### config.mk
export PLATFORM = sky130hd
export DESIGN_NAME = spi_cmd_slave
export DESIGN_NICKNAME = d
export VERILOG_FILES = /design/src/rtl/spi_pkg.sv /design/src/rtl/sig_sync.sv /design/src/rtl/spi_cmd_slave.sv
export SDC_FILE = /design/constraint.sdc
export NUM_CORES = 1
export LEC_CHECK = 0
export CAP_MARGIN = 20
export CORE_MARGIN = 10
export CORE_UTILIZATION = 35
export DETAILED_ROUTE_END_ITERATION = 12
export DONT_BUFFER_PORTS = 1
export PLACE_DENSITY_LB_ADDON = 0.25
export SYNTH_ARGS = -nofsm -noshare
export SYNTH_HDL_FRONTEND = slang
export SYNTH_HIERARCHICAL = 1
export SYNTH_SLANG_ARGS = --single-unit
export TNS_END_PERCENT = 1
### constraint.sdc
create_clock -name clk -period 2 [get_ports clk]
set_clock_uncertainty 0.15 [all_clocks]
set_input_delay 0.3 -clock clk [delete_from_list [all_inputs] [get_ports clk]]
set_output_delay 0.3 -clock clk [all_outputs]
set_load 0.01 [all_outputs]
### src/rtl/spi_pkg.sv
// Shared definitions for the SPI command front end.
//   - DATA_W_DEF : default SPI byte width
//   - ST_* / *_BASE : status and command byte values exchanged with the MBED
//   - spi_state_e : frame state encoding used by spi_cmd_slave
package spi_pkg;

    localparam int DATA_W_DEF = 8;

    // Status bytes returned to the MBED
    localparam logic [7:0] ST_IDLE    = 8'd20;
    localparam logic [7:0] ST_GO_ACK  = 8'd21;

    // Command byte ranges decoded by the interpreter
    localparam logic [7:0] LED_BASE   = 8'd32;
    localparam logic [7:0] SERVO_BASE = 8'd64;

    typedef enum logic {
        IDLE   = 1'b0,
        ACTIVE = 1'b1
    } spi_state_e;

endpackage

### src/rtl/sig_sync.sv
// Multi-flop synchroniser for one asynchronous input.
//   clk, rst_n : destination clock and async active-low reset
//   d          : raw asynchronous input
//   q          : synchronised output (STAGES clk cycles of delay)
// RST_VAL sets the chain contents in reset so an inactive line does not
// produce a spurious edge when reset releases.
module sig_sync #(
    parameter int   STAGES  = 2,
    parameter logic RST_VAL = 1'b0
) (
    input  logic clk,
    input  logic rst_n,
    input  logic d,
    output logic q
);

    logic [STAGES-1:0] chain;

    always_ff @(posedge clk or negedge rst_n) begin
        if (!rst_n) begin
            chain <= {STAGES{RST_VAL}};
        end else begin
            chain <= {chain[STAGES-2:0], d};
        end
    end

    assign q = chain[STAGES-1];

endmodule

### src/rtl/spi_cmd_slave.sv
// SPI mode-0 slave feeding the command interpreter.
//   clk, rst_n        : 50 MHz system clock, async active-low reset
//   sclk, ss_n, mosi  : raw SPI pins from the MBED (asynchronous)
//   miso, miso_oe     : slave data out and its output enable
//   rx_data, rx_valid : last received byte, held until rx_ack
//   rx_ack            : consumer acknowledge pulse
//   tx_data, tx_load  : reply byte staged for the next SPI byte
//   frame_err         : pulse when SS is released mid-byte
//   overrun, ovr_clr  : sticky lost-byte flag and its clear
// All SPI lines are oversampled in the clk domain; SCLK must be at most
// clk/8 so every SCLK edge is seen and MISO settles before the master
// samples it.
module spi_cmd_slave
    import spi_pkg::*;
#(
    parameter int                DATA_W      = DATA_W_DEF,
    parameter int                SYNC_STAGES = 2,
    parameter logic [DATA_W-1:0] TX_IDLE     = DATA_W'(ST_IDLE)
) (
    input  logic              clk,
    input  logic              rst_n,
    input  logic              sclk,
    input  logic              ss_n,
    input  logic              mosi,
    output logic              miso,
    output logic              miso_oe,
    output logic [DATA_W-1:0] rx_data,
    output logic              rx_valid,
    input  logic              rx_ack,
    input  logic [DATA_W-1:0] tx_data,
    input  logic              tx_load,
    output logic              frame_err,
    output logic              overrun,
    input  logic              ovr_clr
);

    localparam int CNT_W = $clog2(DATA_W + 1);

    // ------------------------------------------------------------------
    // Input synchronisation and edge detection
    // ------------------------------------------------------------------
    logic sclk_s, ss_s, mosi_s;
    logic sclk_d, ss_d;

    sig_sync #(.STAGES(SYNC_STAGES), .RST_VAL(1'b0)) u_sync_sclk (
        .clk(clk), .rst_n(rst_n), .d(sclk), .q(sclk_s)
    );
    sig_sync #(.STAGES(SYNC_STAGES), .RST_VAL(1'b1)) u_sync_ss (
        .clk(clk), .rst_n(rst_n), .d(ss_n), .q(ss_s)
    );
    sig_sync #(.STAGES(SYNC_STAGES), .RST_VAL(1'b0)) u_sync_mosi (
        .clk(clk), .rst_n(rst_n), .d(mosi), .q(mosi_s)
    );

    always_ff @(posedge clk or negedge rst_n) begin
        if (!rst_n) begin
            sclk_d <= 1'b0;
            ss_d   <= 1'b1;
        end else begin
            sclk_d <= sclk_s;
            ss_d   <= ss_s;
        end
    end

    logic sclk_rise, sclk_fall, ss_fall, ss_rise;
    assign sclk_rise =  sclk_s & ~sclk_d;
    assign sclk_fall = ~sclk_s &  sclk_d;
    assign ss_fall   = ~ss_s   &  ss_d;
    assign ss_rise   =  ss_s   & ~ss_d;

    // ------------------------------------------------------------------
    // Frame FSM
    // ------------------------------------------------------------------
    spi_state_e state, state_nxt;
    logic [CNT_W-1:0] bit_cnt;
    logic byte_done;
    logic do_start, do_shift_in, do_shift_out, do_complete, do_abort;
    logic frame_err_nxt;

    assign byte_done = (bit_cnt == CNT_W'(DATA_W));

    always_ff @(posedge clk or negedge rst_n) begin
        if (!rst_n) state <= IDLE;
        else        state <= state_nxt;
    end

    always_comb begin
        state_nxt     = state;
        do_start      = 1'b0;
        do_shift_in   = 1'b0;
        do_shift_out  = 1'b0;
        do_complete   = 1'b0;
        do_abort      = 1'b0;
        frame_err_nxt = 1'b0;
        case (state)
            IDLE: begin
                if (ss_fall) begin
                    do_start  = 1'b1;
                    state_nxt = ACTIVE;
                end
            end
            ACTIVE: begin
                // Completion takes a cycle of its own after the 8th rise;
                // the SCLK rate limit guarantees no SCLK edge lands here.
                if (byte_done) begin
                    do_complete = 1'b1;
                end else begin
                    do_shift_in  = sclk_rise;
                    do_shift_out = sclk_fall;
                end
                if (ss_rise) begin
                    do_abort      = 1'b1;
                    frame_err_nxt = (bit_cnt != '0) && !byte_done;
                    state_nxt     = IDLE;
                end
            end
            default: state_nxt = IDLE;
        endcase
    end

    // ------------------------------------------------------------------
    // Reply staging
    // ------------------------------------------------------------------
    logic [DATA_W-1:0] tx_stage, tx_sel;
    logic              tx_pending;
    logic              reload;

    assign tx_sel = tx_pending ? tx_stage : TX_IDLE;
    assign reload = do_start | do_complete;

    // A tx_load coinciding with a reload wins the pending flag, so the new
    // byte waits for the following reload while this one uses the old value.
    always_ff @(posedge clk or negedge rst_n) begin
        if (!rst_n) begin
            tx_stage   <= TX_IDLE;
            tx_pending <= 1'b0;
        end else if (tx_load) begin
            tx_stage   <= tx_data;
            tx_pending <= 1'b1;
        end else if (reload) begin
            tx_pending <= 1'b0;
        end
    end

    // ------------------------------------------------------------------
    // Shift datapath
    // ------------------------------------------------------------------
    logic [DATA_W-1:0] rx_sh, tx_sh;

    // tx_sh holds the bits still to be presented; miso is registered so it
    // only changes on a detected SCLK fall. At frame start the MSB goes out
    // immediately, so tx_sh is loaded pre-shifted. On a byte reload it is
    // loaded unshifted and the next fall presents the new MSB.
    always_ff @(posedge clk or negedge rst_n) begin
        if (!rst_n) begin
            rx_sh   <= '0;
            tx_sh   <= '0;
            bit_cnt <= '0;
            miso    <= 1'b0;
            miso_oe <= 1'b0;
            rx_data <= '0;
        end else begin
            if (do_start) begin
                tx_sh   <= tx_sel << 1;
                miso    <= tx_sel[DATA_W-1];
                miso_oe <= 1'b1;
                bit_cnt <= '0;
            end
            if (do_shift_in) begin
                rx_sh   <= {rx_sh[DATA_W-2:0], mosi_s};
                bit_cnt <= bit_cnt + 1'b1;
            end
            if (do_shift_out) begin
                miso  <= tx_sh[DATA_W-1];
                tx_sh <= tx_sh << 1;
            end
            if (do_complete) begin
                rx_data <= rx_sh;
                tx_sh   <= tx_sel;
                bit_cnt <= '0;
            end
            if (do_abort) begin
                miso    <= 1'b0;
                miso_oe <= 1'b0;
                bit_cnt <= '0;
            end
        end
    end

    // ------------------------------------------------------------------
    // Consumer handshake and status
    // ------------------------------------------------------------------
    always_ff @(posedge clk or negedge rst_n) begin
        if (!rst_n) begin
            rx_valid  <= 1'b0;
            overrun   <= 1'b0;
            frame_err <= 1'b0;
        end else begin
            frame_err <= frame_err_nxt;

            if (do_complete)  rx_valid <= 1'b1;
            else if (rx_ack)  rx_valid <= 1'b0;

            // A same-cycle ack frees the slot, so that byte is not lost.
            if (do_complete && rx_valid && !rx_ack) overrun <= 1'b1;
            else if (ovr_clr)                        overrun <= 1'b0;
        end
    end

endmodule

== After elaboration in Yosys (flattened, before gate mapping) ==
Cells that the tools add are included.

* Register bits after elaboration: 51
* Input port bits: 16
* Output and inout bits: 13
* Logic and storage cells: 75

* Add/subtract/negate cells: 1
* Eq/ne operators: 1
* Muxes and demuxes: 33
* Bitwise logic cells: 10
* Reduce and logical (&&, ||, !) cells: 13

{| class="wikitable"
|+ Operators by type and width
! operator !! number
|-
| 2-to-1 mux 8 bit || 4
|-
| 2-to-1 mux 1 bit || 24
|-
| 2-to-1 mux 4 bit || 4
|-
| nonzero test 2 bit || 4
|-
| nonzero test 4 bit || 2
|-
| nonzero test 3 bit || 2
|-
| NOT 1 bit || 5
|-
| adder 4 x 1 -> 4 bit (second input constant) || 1
|-
| bitwise AND 1 bit || 4
|-
| equality test 4 bit (second input constant) || 1
|-
| logical AND 1 bit || 3
|-
| zero test 1 bit || 2
|-
| one-hot mux 1 bit (2 select lines) || 1
|-
| OR 1 bit || 1
|}

== Depth between registers and ports, before layout ==
* Depth in word-level cells: 8
* Mapped depth: 7
* Mapped depth without buffers: 6

== Cells and area by module ==
Netlist, hierarchy kept.

{| class="wikitable"
|+ By module, submodules not included
! module !! instances !! cells each !! area each (um2) !! sequential area each (um2)
|-
| spi_cmd_slave || 1 || 141 || 1,883.1 || 1,129.8
|-
| sig_sync (u_sync_mosi ...) || 2 || 2 || 50.0 || 50.0
|-
| sig_sync (u_sync_ss) || 1 || 2 || 52.6 || 52.6
|}

== Worst setup path before layout ==
Ideal clock, no wire load.

* Kind: register -> register
* From: register bit_cnt[0]
* To: register tx_sh[1]
* Library setup time: 126 ps
* Arrival time: 1,530 ps
* Required time: 1,724 ps
* Setup slack: 194 ps
* Cell stages (with the launch flop): 8
* Path buffers: 1
* Clock period less this slack: 1,806 ps
* Cell sequence: dfrtp_1 -> inv_1 -> ha_1 -> and3b_1 -> and4bb_1 -> buf_6 -> nor2_2 -> a221o_1

* Word-level cells in the longest chain between the ends: 5
* Elaborated cells on any way between the ends: 8
* Classes of those cells: 1 x eq/ne; 6 x mux; 1 x reduce/logical

{| class="wikitable"
|+ Ends and longest elaborated chain
! what !! RTL line !! text
|-
| start: declaration || spi_cmd_slave.sv:75 || <nowiki>logic [CNT_W-1:0] bit_cnt;</nowiki>
|-
| start signal: assignment || spi_cmd_slave.sv:171 || <nowiki>bit_cnt <= bit_cnt + 1'b1;</nowiki>
|-
| equality test 4 bit (*) || spi_cmd_slave.sv:80 || <nowiki>assign byte_done = (bit_cnt == CNT_W'(DATA_W));</nowiki>
|-
| 2-to-1 mux 1 bit || spi_cmd_slave.sv:105 || <nowiki>if (byte_done) begin</nowiki>
|-
| 2-to-1 mux 1 bit || spi_cmd_slave.sv:95 || <nowiki>case (state)</nowiki>
|-
| 2-to-1 mux 8 bit || spi_cmd_slave.sv:173 || <nowiki>if (do_shift_out) begin</nowiki>
|-
| 2-to-1 mux 8 bit || spi_cmd_slave.sv:177 || <nowiki>if (do_complete) begin</nowiki>
|-
| end signal: assignment || spi_cmd_slave.sv:164 || <nowiki>tx_sh <= tx_sel << 1;</nowiki>
|-
| end signal: assignment || spi_cmd_slave.sv:175 || <nowiki>tx_sh <= tx_sh << 1;</nowiki>
|-
| end signal: assignment || spi_cmd_slave.sv:179 || <nowiki>tx_sh <= tx_sel;</nowiki>
|-
| end: declaration || spi_cmd_slave.sv:148 || <nowiki>logic [DATA_W-1:0] rx_sh, tx_sh;</nowiki>
|}

Every way passes the cells marked *; elsewhere a longest branch is shown, timed or not.
A chain may end at the register's enable or synchronous reset.

== Worst setup path after layout ==
* From: register bit_cnt[1]
* To: register tx_sh[4]

Same word-level chain as after synthesis.

==> impl_metrics.tcl <==
set metrics [dict create \
    cts_buffers 5 \
    crit_buf_inv 2 \
    grt_overflow_total 0 \
    cpPeakStageDelay_ns 0.42 \
    fmaxAchievable_ghz 0.525 \
    status "finished, final reports clean" \
    nets 189 \
    vdd_drop_max_mv 0.333 \
    p_clk_share_pct 27.8 \
    ios 29 \
    synth_top_area_cell "dfrtp_1" \
    power_w 0.00214 \
    power_density_nw_per_um2 887 \
    drc_errors 0 \
    grt_pass1_wl_um 6020 \
    maxSlewViolCount 0 \
    fp.dieH_um 96.3 \
    synth_top_area_share_pct 56.5 \
    dr.first_iter.drc_count 45 \
    tritoncts "yes" \
    reg2reg_depth 6 \
    ant_nets 0 \
    yosysWarnings 6 \
    via_count 1231 \
    synth_area_per_cell_um2 13.8 \
    critical_path_depth 6 \
    min_period_ns 1.90 \
    die_area_um2 9270 \
    avgViaCountPerCell 5.05 \
    cts.path.max_buffers 2 \
    cts_max_level 2 \
    worstMarginPinSlew_ns 0.387 \
    crit_path_end_kind "register" \
    grt_start_max_net_pins 52 \
    internal-power_w 0.00159 \
    finalHoldWorstSlack_ns 0.0320 \
    fin_tns_setup_ns 0 \
    whs_path_depth 2 \
    area_growth_pct 18.4 \
    post_cts_resized 0 \
    io_buffers 0 \
    clock_sinks 51 \
    drive_gt1_share_pct 19.8 \
    hp-class "in2reg" \
    maxCapViolCount 0 \
    critPathKind "reg2reg" \
    p_leak_nw 1.11 \
    clockRootBuffer "clkbuf_8" \
    crit_required_ns 2.04 \
    rsz0062_at_grt "false" \
    clock_latency_ns 0.30 \
    synthArstFlopShare_pct 100 \
    synth_flop_cell "dfrtp_1" \
    mappedNetlistArea_um2 2040 \
    slew_headroom_pct 74.1 \
    start_kind "register" \
    gp_congestion 0.762 \
    fin_util_pct 43.3 \
    cts.clk_slew.worst_paths_ns 0.09 \
    synth_nets 165 \
    antenna_found_initial 0 \
    die_w_um 96.3 \
    ys_seq_area_share_pct 63.0 \
    path_cells "inv_1 -> ha_1 -> and3b_1 -> and4bb_1 -> buf_4 -> a221o_1" \
    crit_arrival_ns 1.94 \
    wl_per_cell_um 14.6 \
    synth-seq-cells 51 \
    final_hold_viol_count 0 \
    combPwrFrac_pct 12.4 \
    row_count 27 \
    start_util_pct 36.5 \
    grt.total_usage_pct 8.34 \
    dp_hpwl_um 2550 \
    core-area_um2 5570 \
    synth_top_cells_by_area "dfrtp_1, mux2_1, dfstp_2" \
    p_sw_w 0.000552 \
    p_seq_share_pct 59.7 \
    path_delay_family "simple AND/OR/NAND/NOR gates" \
    crit_slowest_cell "dfrtp_1" \
    setup_viol 0 \
    cp_max_fo 7 \
    yosysUniqueCellTypes 34 \
    first_pass_iters 4 \
    drt-total-wl_um 3560 \
    switching_share_pct 25.8 \
    antenna_cells 0 \
    synthCells 147 \
    period_share_pct 95.2 \
    grt_pass1_vias 1243 \
    synth_edf_count 0 \
]
## cell usage in the layout, fill, tap and decap left out, types with 2 or more instances in the layout
cell	count
dfrtp_1	46
mux2_1	16
dlygate4sd3_1	14
nand2_1	10
mux2_2	9
buf_4	9
o22ai_1	8
a221o_1	7
nor2b_1	6
clkbuf_8	5
dfstp_2	5
inv_1	4
nor2_1	3
nand2b_1	3
a21oi_1	2
o21ai_0	2
and3b_1	2
a22o_1	2
ha_1	2
## area by class of cell
type                            instances  area [um^2]
Clock buffer                            5         68.8
Clock inverter                          3         22.5
Fill cell                             525         3160
Inverter                                4         15.0
Multi-Input combinational cell         85          697
Sequential cell                        51         1280
Tap cell                               72         90.1
Timing Repair Buffer                   24          235
## per-layer routing
| layer | up-vias | routed length (um) | track usage (%) |
|---|---|---|---|
| met5 | - | 0 | 0 |
| met4 | 0 | 49 | 2.95 |
| met3 | 6 | 220 | 3.74 |
| met2 | 24 | 1830 | 13.7 |
| met1 | 627 | 1470 | 9.37 |
| li1 | 574 | - | - |
## Yosys cell counts (2+ instances only)
master and instances:
a21oi_1 2, a221o_1 7, a22o_1 2, and3b_1 2, buf_2 3, dfrtp_1 46, dfstp_2 5, ha_1 2
inv_1 4, mux2_1 16, mux2_2 9, nand2_1 10, nand2b_1 3, nor2_1 3, nor2b_1 6, o21ai_0 2
o22ai_1 8
## kinds of logic after synthesis
kind of cell             count (synthesis)  synth area share (%)
AO/OA/AOI/OAI                           25                  9.47
AND/OR/NAND/NOR                         30                  8.36
buffers and inverters                   11                  2.77
XOR/XNOR                                 2                 0.861
flip-flops                              51                  63.0
adder cells (fa/ha/maj)                  2                  1.23
multiplexers                            26                  14.3
## path summary, 6_finish.rpt
check / from / to / slack, ns
max: bit_cnt[1]$_DFFE_PN0P_ / tx_sh[4]$_DFFE_PN0P_ / 0.1
min: rx_ack / rx_valid$_DFFE_PN0P_ / 0.03
max reg2reg: bit_cnt[1]$_DFFE_PN0P_ / tx_sh[4]$_DFFE_PN0P_ / 0.1
min in group asynchronous: rst_n / rx_data[0]$_DFFE_PN0N_ / 0.35
min reg2reg: u_sync_sclk/chain[0]$_DFF_PN0_ / u_sync_sclk/chain[1]$_DFF_PN0_ / 0.21
max in group asynchronous: rst_n / u_sync_ss/chain[0]$_DFF_PN1_ / 1.08
## power groups by stage
stage / logic (W) / clock network (W) / registers [W]
global route: 0.000297 / 0.000665 / 0.00131
floorplan: 0.000180 / 0 / 0.00127
finish: 0.000265 / 0.000596 / 0.00128
global placement: 0.000201 / 0 / 0.00130
detailed placement: 0.000211 / 0 / 0.00130
CTS: 0.000260 / 0.000617 / 0.00128
## worst register-to-register path, stage by stage, from the launching register on
cell and delay [ns]:
dfrtp_1 0.42, inv_1 0.07, ha_1 0.19, and3b_1 0.19, and4bb_1 0.26, buf_4 0.17
a221o_1 0.34
## sequential cells by signal, indices dropped and copies added, names as in the netlist
register / count
ss_d: 1
rx_data: 8
miso: 1
overrun: 1
u_sync_mosi/chain: 2
state: 1
u_sync_sclk/chain: 2
tx_stage: 8
rx_valid: 1
frame_err: 1
tx_sh: 8
tx_pending: 1
miso_oe: 1
bit_cnt: 4
sclk_d: 1
u_sync_ss/chain: 2
rx_sh: 8
## through the flow
step                      cells  worst slack, ns  instance area [um^2]
after floorplan             147            0.194                  2040
after global placement      219            0.148                  2140
after global routing        244         0.000137                  2410
after CTS                   242           0.0773                  2400
final                       244           0.0951                  2410
after detailed placement    219           0.0923                  2140
## repair_timing
action,CTS,global route
hold buffers,15,0
setup endpoints to repair,0,1
hold endpoints to repair,64,0
setup buffers,0,2
Note: power is estimated with default switching activity, not from simulation.
